$ cat config.mk
export PLATFORM = sky130hd
export DESIGN_NAME = alu_multicycle_flat
export DESIGN_NICKNAME = d
export VERILOG_FILES = /design/src/rtl/alu_multicycle_if.sv /design/src/rtl/alu_multicycle.sv /design/src/flat_wrapper.sv
export SDC_FILE = /design/constraint.sdc
export NUM_CORES = 1
export LEC_CHECK = 0
export ABC_CLOCK_PERIOD_IN_PS = 10600
export BUFFER_PORTS_ARGS = -buffer_cell sky130_fd_sc_hd__buf_2
export CORE_MARGIN = 3
export CORE_UTILIZATION = 52
export CTS_CLUSTER_DIAMETER = 150
export DETAILED_ROUTE_END_ITERATION = 8
export PLACE_DENSITY_LB_ADDON = 0.15
export SLEW_MARGIN = 20
export SYNTH_ARGS = -nofsm -noshare
export SYNTH_HDL_FRONTEND = slang
export SYNTH_SLANG_ARGS = --single-unit
$ cat constraint.sdc
create_clock -name clock -period 10.6 [get_ports clock]
set_input_delay 1.06 -clock clock [delete_from_list [all_inputs] [get_ports clock]]
set_output_delay 1.06 -clock clock [all_outputs]
set_load 0.01 [all_outputs]
$ cat src/rtl/alu_multicycle_if.sv
`default_nettype none
// ============================================================================
// Module   : alu_multicycle_if
// Purpose  : Operand/result handshake bundle between register read and the ALU.
// Revision : 1.0  initial release
// ============================================================================
interface alu_multicycle_if #(
   parameter int WIDTH = 32
);
   logic             in_valid;
   logic             in_ready;
   logic [2:0]       op;
   logic [WIDTH-1:0] rs;
   logic [WIDTH-1:0] rt;
   logic             out_valid;
   logic             out_ready;
   logic [WIDTH-1:0] result;
   logic             zero;
   logic             carry;
   logic             overflow;

   modport slave (
      input  in_valid, op, rs, rt, out_ready,
      output in_ready, out_valid, result, zero, carry, overflow
   );

   modport master (
      output in_valid, op, rs, rt, out_ready,
      input  in_ready, out_valid, result, zero, carry, overflow
   );
endinterface
`default_nettype wire

$ cat src/rtl/alu_multicycle.sv
`default_nettype none
// ============================================================================
// Module   : alu_multicycle
// Purpose  : Registered ALU with valid/ready handshake; MUL is iterative shift-add.
// Revision : 1.0  initial release
// ============================================================================
module alu_multicycle #(
   parameter int WIDTH = 32
) (
   input  wire logic       clock,
   input  wire logic       reset,
   alu_multicycle_if.slave bus
);
   localparam int CNT_W = $clog2(WIDTH) + 1;

   localparam logic [2:0] OP_ZERO = 3'b000;
   localparam logic [2:0] OP_ADD  = 3'b001;
   localparam logic [2:0] OP_SUB  = 3'b010;
   localparam logic [2:0] OP_AND  = 3'b011;
   localparam logic [2:0] OP_OR   = 3'b100;
   localparam logic [2:0] OP_XOR  = 3'b101;
   localparam logic [2:0] OP_SLT  = 3'b110;
   localparam logic [2:0] OP_MUL  = 3'b111;

   typedef enum logic [1:0] {
      S_IDLE = 2'd0,
      S_BUSY = 2'd1,
      S_DONE = 2'd2
   } state_t;

   state_t             state_q, state_d;
   logic [WIDTH-1:0]   result_q, result_d;
   logic               zero_q, zero_d;
   logic               carry_q, carry_d;
   logic               overflow_q, overflow_d;
   logic [CNT_W-1:0]   cnt_q, cnt_d;
   logic [2*WIDTH-1:0] acc_q, acc_d;
   logic [2*WIDTH-1:0] mcand_q, mcand_d;
   logic [WIDTH-1:0]   mplier_q, mplier_d;

   logic [WIDTH:0]     add_full;
   logic [WIDTH:0]     sub_full;
   logic [WIDTH-1:0]   alu_res;
   logic               alu_carry;
   logic               alu_ovf;
   logic [2*WIDTH-1:0] acc_step;

   always_comb begin
      add_full  = {1'b0, bus.rs} + {1'b0, bus.rt};
      sub_full  = {1'b0, bus.rs} - {1'b0, bus.rt};
      alu_res   = '0;
      alu_carry = 1'b0;
      alu_ovf   = 1'b0;
      case (bus.op)
         OP_ADD: begin
            alu_res   = add_full[WIDTH-1:0];
            alu_carry = add_full[WIDTH];
            alu_ovf   = (bus.rs[WIDTH-1] == bus.rt[WIDTH-1]) &&
                        (add_full[WIDTH-1] != bus.rs[WIDTH-1]);
         end
         OP_SUB: begin
            // bit WIDTH of the zero-extended difference is the unsigned borrow
            alu_res   = sub_full[WIDTH-1:0];
            alu_carry = sub_full[WIDTH];
            alu_ovf   = (bus.rs[WIDTH-1] != bus.rt[WIDTH-1]) &&
                        (sub_full[WIDTH-1] != bus.rs[WIDTH-1]);
         end
         OP_AND:  alu_res = bus.rs & bus.rt;
         OP_OR:   alu_res = bus.rs | bus.rt;
         OP_XOR:  alu_res = bus.rs ^ bus.rt;
         OP_SLT:  alu_res = {{(WIDTH-1){1'b0}}, ($signed(bus.rs) < $signed(bus.rt))};
         default: alu_res = '0;
      endcase
   end

   assign acc_step = acc_q + (mplier_q[0] ? mcand_q : '0);

   always_comb begin
      state_d    = state_q;
      result_d   = result_q;
      zero_d     = zero_q;
      carry_d    = carry_q;
      overflow_d = overflow_q;
      cnt_d      = cnt_q;
      acc_d      = acc_q;
      mcand_d    = mcand_q;
      mplier_d   = mplier_q;
      case (state_q)
         S_IDLE: begin
            if (bus.in_valid) begin
               if (bus.op == OP_MUL) begin
                  state_d  = S_BUSY;
                  cnt_d    = '0;
                  acc_d    = '0;
                  mcand_d  = {{WIDTH{1'b0}}, bus.rs};
                  mplier_d = bus.rt;
               end else begin
                  state_d    = S_DONE;
                  result_d   = alu_res;
                  zero_d     = (alu_res == '0);
                  carry_d    = alu_carry;
                  overflow_d = alu_ovf;
               end
            end
         end
         S_BUSY: begin
            // fixed WIDTH iterations regardless of operand values
            acc_d    = acc_step;
            mcand_d  = mcand_q << 1;
            mplier_d = mplier_q >> 1;
            cnt_d    = cnt_q + CNT_W'(1);
            if (cnt_q == CNT_W'(WIDTH-1)) begin
               state_d    = S_DONE;
               result_d   = acc_step[WIDTH-1:0];
               zero_d     = (acc_step[WIDTH-1:0] == '0);
               carry_d    = 1'b0;
               overflow_d = |acc_step[2*WIDTH-1:WIDTH];
            end
         end
         S_DONE: begin
            if (bus.out_ready) begin
               state_d = S_IDLE;
            end
         end
         default: state_d = S_IDLE;
      endcase
   end

   always_ff @(negedge clock or posedge reset) begin
      if (reset) begin
         state_q    <= S_IDLE;
         result_q   <= '0;
         zero_q     <= 1'b0;
         carry_q    <= 1'b0;
         overflow_q <= 1'b0;
         cnt_q      <= '0;
         acc_q      <= '0;
         mcand_q    <= '0;
         mplier_q   <= '0;
      end else begin
         state_q    <= state_d;
         result_q   <= result_d;
         zero_q     <= zero_d;
         carry_q    <= carry_d;
         overflow_q <= overflow_d;
         cnt_q      <= cnt_d;
         acc_q      <= acc_d;
         mcand_q    <= mcand_d;
         mplier_q   <= mplier_d;
      end
   end

   assign bus.in_ready  = (state_q == S_IDLE);
   assign bus.out_valid = (state_q == S_DONE);
   assign bus.result    = result_q;
   assign bus.zero      = zero_q;
   assign bus.carry     = carry_q;
   assign bus.overflow  = overflow_q;

endmodule
`default_nettype wire
$ cat src/flat_wrapper.sv
// flat-port wrapper written by rule: the top's interface ports become plain ports
module alu_multicycle_flat 
#(
   parameter int WIDTH = 32
)
  (clock, reset, bus_in_valid, bus_op, bus_rs, bus_rt, bus_out_ready, bus_in_ready, bus_out_valid, bus_result, bus_zero, bus_carry, bus_overflow);
  alu_multicycle_if #(.WIDTH(WIDTH)) bus_i ();
  input  wire logic clock;
  input  wire logic reset;
  input wire logic [$bits(bus_i.in_valid)-1:0] bus_in_valid;
  input wire logic [$bits(bus_i.op)-1:0] bus_op;
  input wire logic [$bits(bus_i.rs)-1:0] bus_rs;
  input wire logic [$bits(bus_i.rt)-1:0] bus_rt;
  input wire logic [$bits(bus_i.out_ready)-1:0] bus_out_ready;
  output wire logic [$bits(bus_i.in_ready)-1:0] bus_in_ready;
  output wire logic [$bits(bus_i.out_valid)-1:0] bus_out_valid;
  output wire logic [$bits(bus_i.result)-1:0] bus_result;
  output wire logic [$bits(bus_i.zero)-1:0] bus_zero;
  output wire logic [$bits(bus_i.carry)-1:0] bus_carry;
  output wire logic [$bits(bus_i.overflow)-1:0] bus_overflow;
  assign bus_i.in_valid = bus_in_valid;
  assign bus_i.op = bus_op;
  assign bus_i.rs = bus_rs;
  assign bus_i.rt = bus_rt;
  assign bus_i.out_ready = bus_out_ready;
  assign bus_in_ready = bus_i.in_ready;
  assign bus_out_valid = bus_i.out_valid;
  assign bus_result = bus_i.result;
  assign bus_zero = bus_i.zero;
  assign bus_carry = bus_i.carry;
  assign bus_overflow = bus_i.overflow;
  alu_multicycle #(.WIDTH(WIDTH)) u_core (.clock(clock), .reset(reset), .bus(bus_i));
endmodule
==> run summary, run 1 <==
status = complete, no violations
vias per cell = 6.45
R2R Setup Slk = 5140 ps
Arr. time, crit path = 5030 ps
most common cell in the netlist = nand2_1
Clock Pin Slew Worst Setup and Hold Paths = 40 ps
Simple-Gate Fraction of Synth Area = 0.233
Worst R2R Start = u_core.mplier_q[0]$_DFFE_NP0P_
multiplexer share of the synthesized area = 0.0168
CP startpoint = bus_rt[4]
Worst Setup EP = u_core.bus.zero$_DFFE_NP0P_
final setup TNS = 0 ps
sequential fraction of the synthesis area = 0.265
Chip Height = 198 um
async set or reset register ratio after synthesis = 1.00
# resized after CTS = 0
H-tree levels = 1
Core Util, Final = 0.580
DRT iter0 DRCs = 1922
Max-Cap Viols = 0
CTS root buffer = clkbuf_16
largest net degree at the start of global routing = 127
critical path type = input port to flop
LEAKAGE = 9.54 nW
post-synthesis xor/xnor area fraction = 0.0283
clk sink count = 203
combinational share of power = 0.538
grt total ovfl = 0
Initial Util = 0.534
P per Cell Area = 234 nW/um2
RSZ-0062 raised after global routing = false
Ant. Diodes = 0
worst relative slew slack = 0.349
Synth top area share = 0.265
dominant synthesized flop cell = dfrtn_1
Post-synth top cells = 393 x nand2_1, 211 x nor2_1, 203 x dfrtn_1, 198 x o21ai_0, 191 x a21oi_1
first-pass GRT wire length = 108000 um
Slew @ Worst Pin = 977 ps
number of global-route vias before repair = 18.6k
part of the power in registers = 0.283
I/O Buffers = 107
Sw Ratio = 0.468
TritonCTS clock tree = built
CP Data Required Time = 5850 ps
CP endpoint kind = flop
total iterations of the first detailed-routing run = 6
DRC = 0
Synth Register Bits = 203
Yosys Warn Count = 0
share of cells above drive strength 1 = 0.103
Clk pwr share = 0.179
Synth Area per Inst = 7.56 um2
syn nets = 2779
clk_skew = 23.3 ps
# hold bufs at CTS = 0
Placeable Area = 35900 um2
worst min-delay path class = flop to flop
worst reg2reg endpoint = u_core.bus.overflow$_DFFE_NP0P_
Via Count = 19.5k
clock buffer depth = 3
top fanout value on the critical path = 8
DR WL/cell = 22.9 um
Synth cell types = 101
Synth area leaders = dfrtn_1 26%, ha_1 11%, nand2_1 7.7%, o21ai_0 5.2%, a21oi_1 5.0%
Post-Synth Adder-Cell Area = 0.112
P_sw = 0.00228 W
antenna viol nets, final = 0
GRT Overall Usage = 0.347
worst reg-to-reg path cell count = 14
insertion delay to the later sink of the worst-skew pair = 560 ps
GP Congestion = 1.01
initial antenna violation count = 2
Mapped Area = 19200 um2
post-CTS setup buffer count = 0
number of enable flip-flop cells after synthesis = 0
final WL = 69400 um
Nets = 2787
post-synthesis compound-gate area fraction = 0.286
largest family of logic cells by synthesized area = compound AO/OA/AOI/OAI gates
Slew Limit Fails = 0
row count = 69
CTS Buf Count = 25
HPWL after detailed placement = 52900 um
Die Area = 39200 um2
Synth area leader = dfrtn_1
startpoint types = input port
Die X = 198 um
Peak VDD IR = 0.148 mV
internal power = 0.00260 W
Top Ports = 108
Post-Synthesis Cells = 2538
final hold vios = 0
P&R area growth vs syn = 8.55%
Finish-stage setup viols = 0
==> layout make-up <==
class,instances,area [um2]
fill,3411,15100
multi-input combinational,2044,13000
sequential,203,5080
timing repair buffer,149,863
clock buffer,31,678
tap,461,577
inverter,123,465
clock inverter,14,146
==> registers in the layout, summed over array words and instances (netlist names) <==
register / cells
u_core.acc_q: 64
u_core.mcand_q: 64
u_core.bus.result: 32
u_core.mplier_q: 32
u_core.cnt_q: 6
u_core.state_q: 2
u_core.bus.carry: 1
u_core.bus.overflow: 1
u_core.bus.zero: 1
==> worst min path at each step <==
stage                                                 start                                 to  slack [ps]  cells past startpoint
after floorplan             u_core.mplier_q[27]$_DFFE_NP0P_    u_core.mplier_q[26]$_DFFE_NP0P_         400                      2
after global placement      u_core.mplier_q[27]$_DFFE_NP0P_    u_core.mplier_q[26]$_DFFE_NP0P_         420                      2
after detailed placement  u_core.bus.result[27]$_DFFE_NP0P_  u_core.bus.result[27]$_DFFE_NP0P_         420                      1
after CTS                   u_core.mplier_q[27]$_DFFE_NP0P_    u_core.mplier_q[26]$_DFFE_NP0P_         420                      2
after global routing      u_core.bus.result[27]$_DFFE_NP0P_  u_core.bus.result[27]$_DFFE_NP0P_         440                      1
final                       u_core.mplier_q[27]$_DFFE_NP0P_    u_core.mplier_q[26]$_DFFE_NP0P_         420                      2
==> per-layer routing <==
metal  part of all wire  global-route usage  vias to the layer above  wire length, um
met4              0.036               0.107                        4             2480
met3              0.075              0.0607                      150             5200
li1                   -                   -                     9116                -
met1               0.45               0.486                     9445            30900
met2               0.44               0.549                      790            30800
met5            0.00040                   0                        -               28
==> layout by cell type, fill, tap and decap left out, drive strengths merged, types with 74 or more instances in the layout <==
cell | Yosys | layout
a21oi | 193 | 193
a31oi | 74 | 74
and2 | 75 | 75
buf | 24 | 149
dfrtn | 203 | 203
ha | 167 | 167
inv | 123 | 124
nand2 | 393 | 393
nor2 | 212 | 212
o21ai | 205 | 205
==> metrics by stage <==
stage | hold slack, ps | setup slack [ps] | area (um2) | instances | total power [W]
final | 419 | 821 | 20800 | 3025 | 0.00488
after detailed placement | 422 | 366 | 20000 | 2980 | 0.00395
after global routing | 436 | 640 | 20800 | 3025 | 0.00522
after global placement | 416 | 435 | 20000 | 2980 | 0.00390
after floorplan | 399 | 1030 | 19200 | 2538 | 0.00317
after CTS | 419 | 928 | 20800 | 3025 | 0.00485
==> worst max-delay path, cell delays in order <==
cell and delay, ps:
buf_2 120, inv_1 60, ha_1 470, nor2_2 120, a211oi_2 400, nand3_1 270
a311o_2 460, xnor2_1 140, a222oi_1 240, o311ai_0 340, nor4_2 400, nand4b_1 190
or4_1 510, o31ai_2 210
==> power by group through the flow <==
| stage | Clock [W] | Combinational (W) | Sequential, W |
|---|---|---|---|
| after floorplan | 0 | 0.00184 | 0.00133 |
| after global placement | 0 | 0.00253 | 0.00137 |
| after detailed placement | 0 | 0.00257 | 0.00138 |
| after CTS | 0.000884 | 0.00259 | 0.00138 |
| after global routing | 0.000910 | 0.00289 | 0.00142 |
| final | 0.000871 | 0.00263 | 0.00138 |
==> kinds of logic (layout without fill, tap and decap cells) <==
logic type	after synthesis	in the layout
and+or+nand+nor	951	951
AOI/OAI and AO/OA	830	830
buffers and inverters	291	317
DFF	203	203
adders and majority gates	170	170
xor gates and xnor gates	62	62
muxes	31	31
Power figures use the tool's default switching activity.
==> run 2: changes to the inputs <==
Settings changed: ABC_CLOCK_PERIOD_IN_PS 10600 to 9500, SLEW_MARGIN 20 to unset.
Clock period 10.6 ns to 9.5 ns, I/O delays scaled along.
==> run 2 against run 1 <==
- first-iteration DRC count shrank 4.9%
- flip-flop and latch count did not move
- largest cell class unchanged
- critical endpoint unchanged
- cell count grew 0.83%
- largest power group unchanged
- die area stayed put
==> run summary, run 2 (synthesis gave the netlist of run 1 again) <==
row count = 69
R2R Setup Slk = 4120 ps
P per Cell Area = 258 nW/um2
Clock Pin Slew Worst Setup and Hold Paths = 40 ps
CP Data Required Time = 5300 ps
WHS Endpoint = u_core.bus.result[27]$_DFFE_NP0P_
DRT iter0 DRCs = 1827
clk_skew = 17.4 ps
leading cell type in the layout, fill and taps excluded = nand2_1
Peak VDD IR = 0.155 mV
Core Util, Final = 0.584
DR WL/cell = 23.1 um
Clk pwr share = 0.174
Sequential Area = 5080 um2
P&R area growth vs syn = 9.45%
HPWL after detailed placement = 53500 um
worst relative slew slack = 0.216
vias per cell = 6.50
GP Congestion = 0.993
post-CTS setup buffer count = 0
Initial Util = 0.534
TritonCTS clock tree = built
largest registers = u_core.acc_q x64, u_core.mcand_q x64
CTS root buffer = clkbuf_16
# hold bufs at CTS = 0
Via Count = 19.8k
worst reg-to-reg path cell count = 14
Slew Limit Fails = 0
RSZ-0062 raised after global routing = false
status = complete, no violations
# fillers = 3427
startpoint types = input port
Chip Height = 198 um
Top Ports = 108
Slew @ Worst Pin = 1170 ps
most frequent cells in the layout = 393 x nand2_1, 209 x nor2_1, 203 x dfrtn_1
number of global-route vias before repair = 18.9k
Die X = 198 um
critical path type = input port to flop
clk sink count = 203
CTS Buf Count = 25
antenna viol nets, final = 0
H-tree levels = 1
grt total ovfl = 0
Max-Cap Viols = 0
initial antenna violation count = 2
LEAKAGE = 9.64 nW
final WL = 70600 um
Finish-stage setup viols = 0
share of cells above drive strength 1 = 0.110
worst reg2reg endpoint = u_core.bus.overflow$_DFFE_NP0P_
total iterations of the first detailed-routing run = 7
Multi-input gate area = 13000 um2
worst min-delay path class = flop to flop
final setup margin = 227 ps
DRC = 0
clock buffer depth = 3
final hold vios = 0
part of the power in registers = 0.283
insertion delay to the later sink of the worst-skew pair = 560 ps
CP endpoint kind = flop
Placeable Area = 35900 um2
I/O Buffers = 107
Worst R2R Start = u_core.mplier_q[0]$_DFFE_NP0P_
top fanout value on the critical path = 3
GRT Overall Usage = 0.351
Nets = 2812
P_sw = 0.00254 W
Die Area = 39200 um2
# resized after CTS = 0
final setup TNS = 0 ps
total power = 0.00543 W
largest net degree at the start of global routing = 112
Ant. Diodes = 0
internal power = 0.00289 W
Sw Ratio = 0.467
first-pass GRT wire length = 109000 um
min-delay src = u_core.bus.result[27]$_DFFE_NP0P_
hold depth = 1
combinational share of power = 0.542
Arr. time, crit path = 5070 ps
Place WS = -235 ps
## run 2: power by group through the flow
stage | sequential [W] | clock (W) | combinational, W
floorplan | 0.00148 | 0 | 0.00206
global placement | 0.00153 | 0 | 0.00282
detailed placement | 0.00154 | 0 | 0.00287
CTS | 0.00153 | 0.000962 | 0.00289
global route | 0.00158 | 0.000987 | 0.00322
finish | 0.00154 | 0.000945 | 0.00294
## run 2: worst max-delay path: stages
cell and delay, ps:
buf_2 140, inv_1 80, ha_1 180, inv_1 70
fa_1 400, nor2b_1 180, o21ai_0 180, buf_4 170
a2111oi_4 70, nor4_2 590, o21ai_0 210, a21boi_2 310
nand4_1 260, nor4_2 320, nand4b_1 180, or4_1 520
o31ai_2 230
## run 2: cell type report
class	count	area share
Clock buffer	36	0.0337
Clock inverter	9	0.00405
Inverter	123	0.0222
Multi-Input combinational cell	2044	0.619
Sequential cell	203	0.242
Tap cell	461	0.0275
Timing Repair Buffer	174	0.0513
## run 2: through the flow
step	instance area [um2]	std cells	hold slack, ps
global route	21000	3050	452
floorplan	19200	2538	399
finish	21000	3050	427
detailed placement	20200	3005	420
global placement	20200	3005	417
CTS	21000	3050	430
## run 2: worst max path at each step
stage | startpoint | to | slack [ps] | cells past startpoint
finish | bus_rs[0] | u_core.bus.zero$_DFFE_NP0P_ | 230 | 17
global route | bus_rs[0] | u_core.bus.zero$_DFFE_NP0P_ | 70 | 17
CTS | bus_rs[0] | u_core.bus.zero$_DFFE_NP0P_ | 320 | 17
detailed placement | bus_rs[0] | u_core.bus.zero$_DFFE_NP0P_ | -240 | 17
global placement | bus_rs[0] | u_core.bus.zero$_DFFE_NP0P_ | -270 | 17
floorplan | bus_rt[8] | u_core.bus.zero$_DFFE_NP0P_ | 590 | 14
## run 2: routing by layer
| metal | wire length [um] | track usage |
|---|---|---|
| met1 | 30900 | 0.490 |
| met2 | 31600 | 0.559 |
| met3 | 5680 | 0.0607 |
| met4 | 2370 | 0.105 |
| met5 | 17 | 0 |
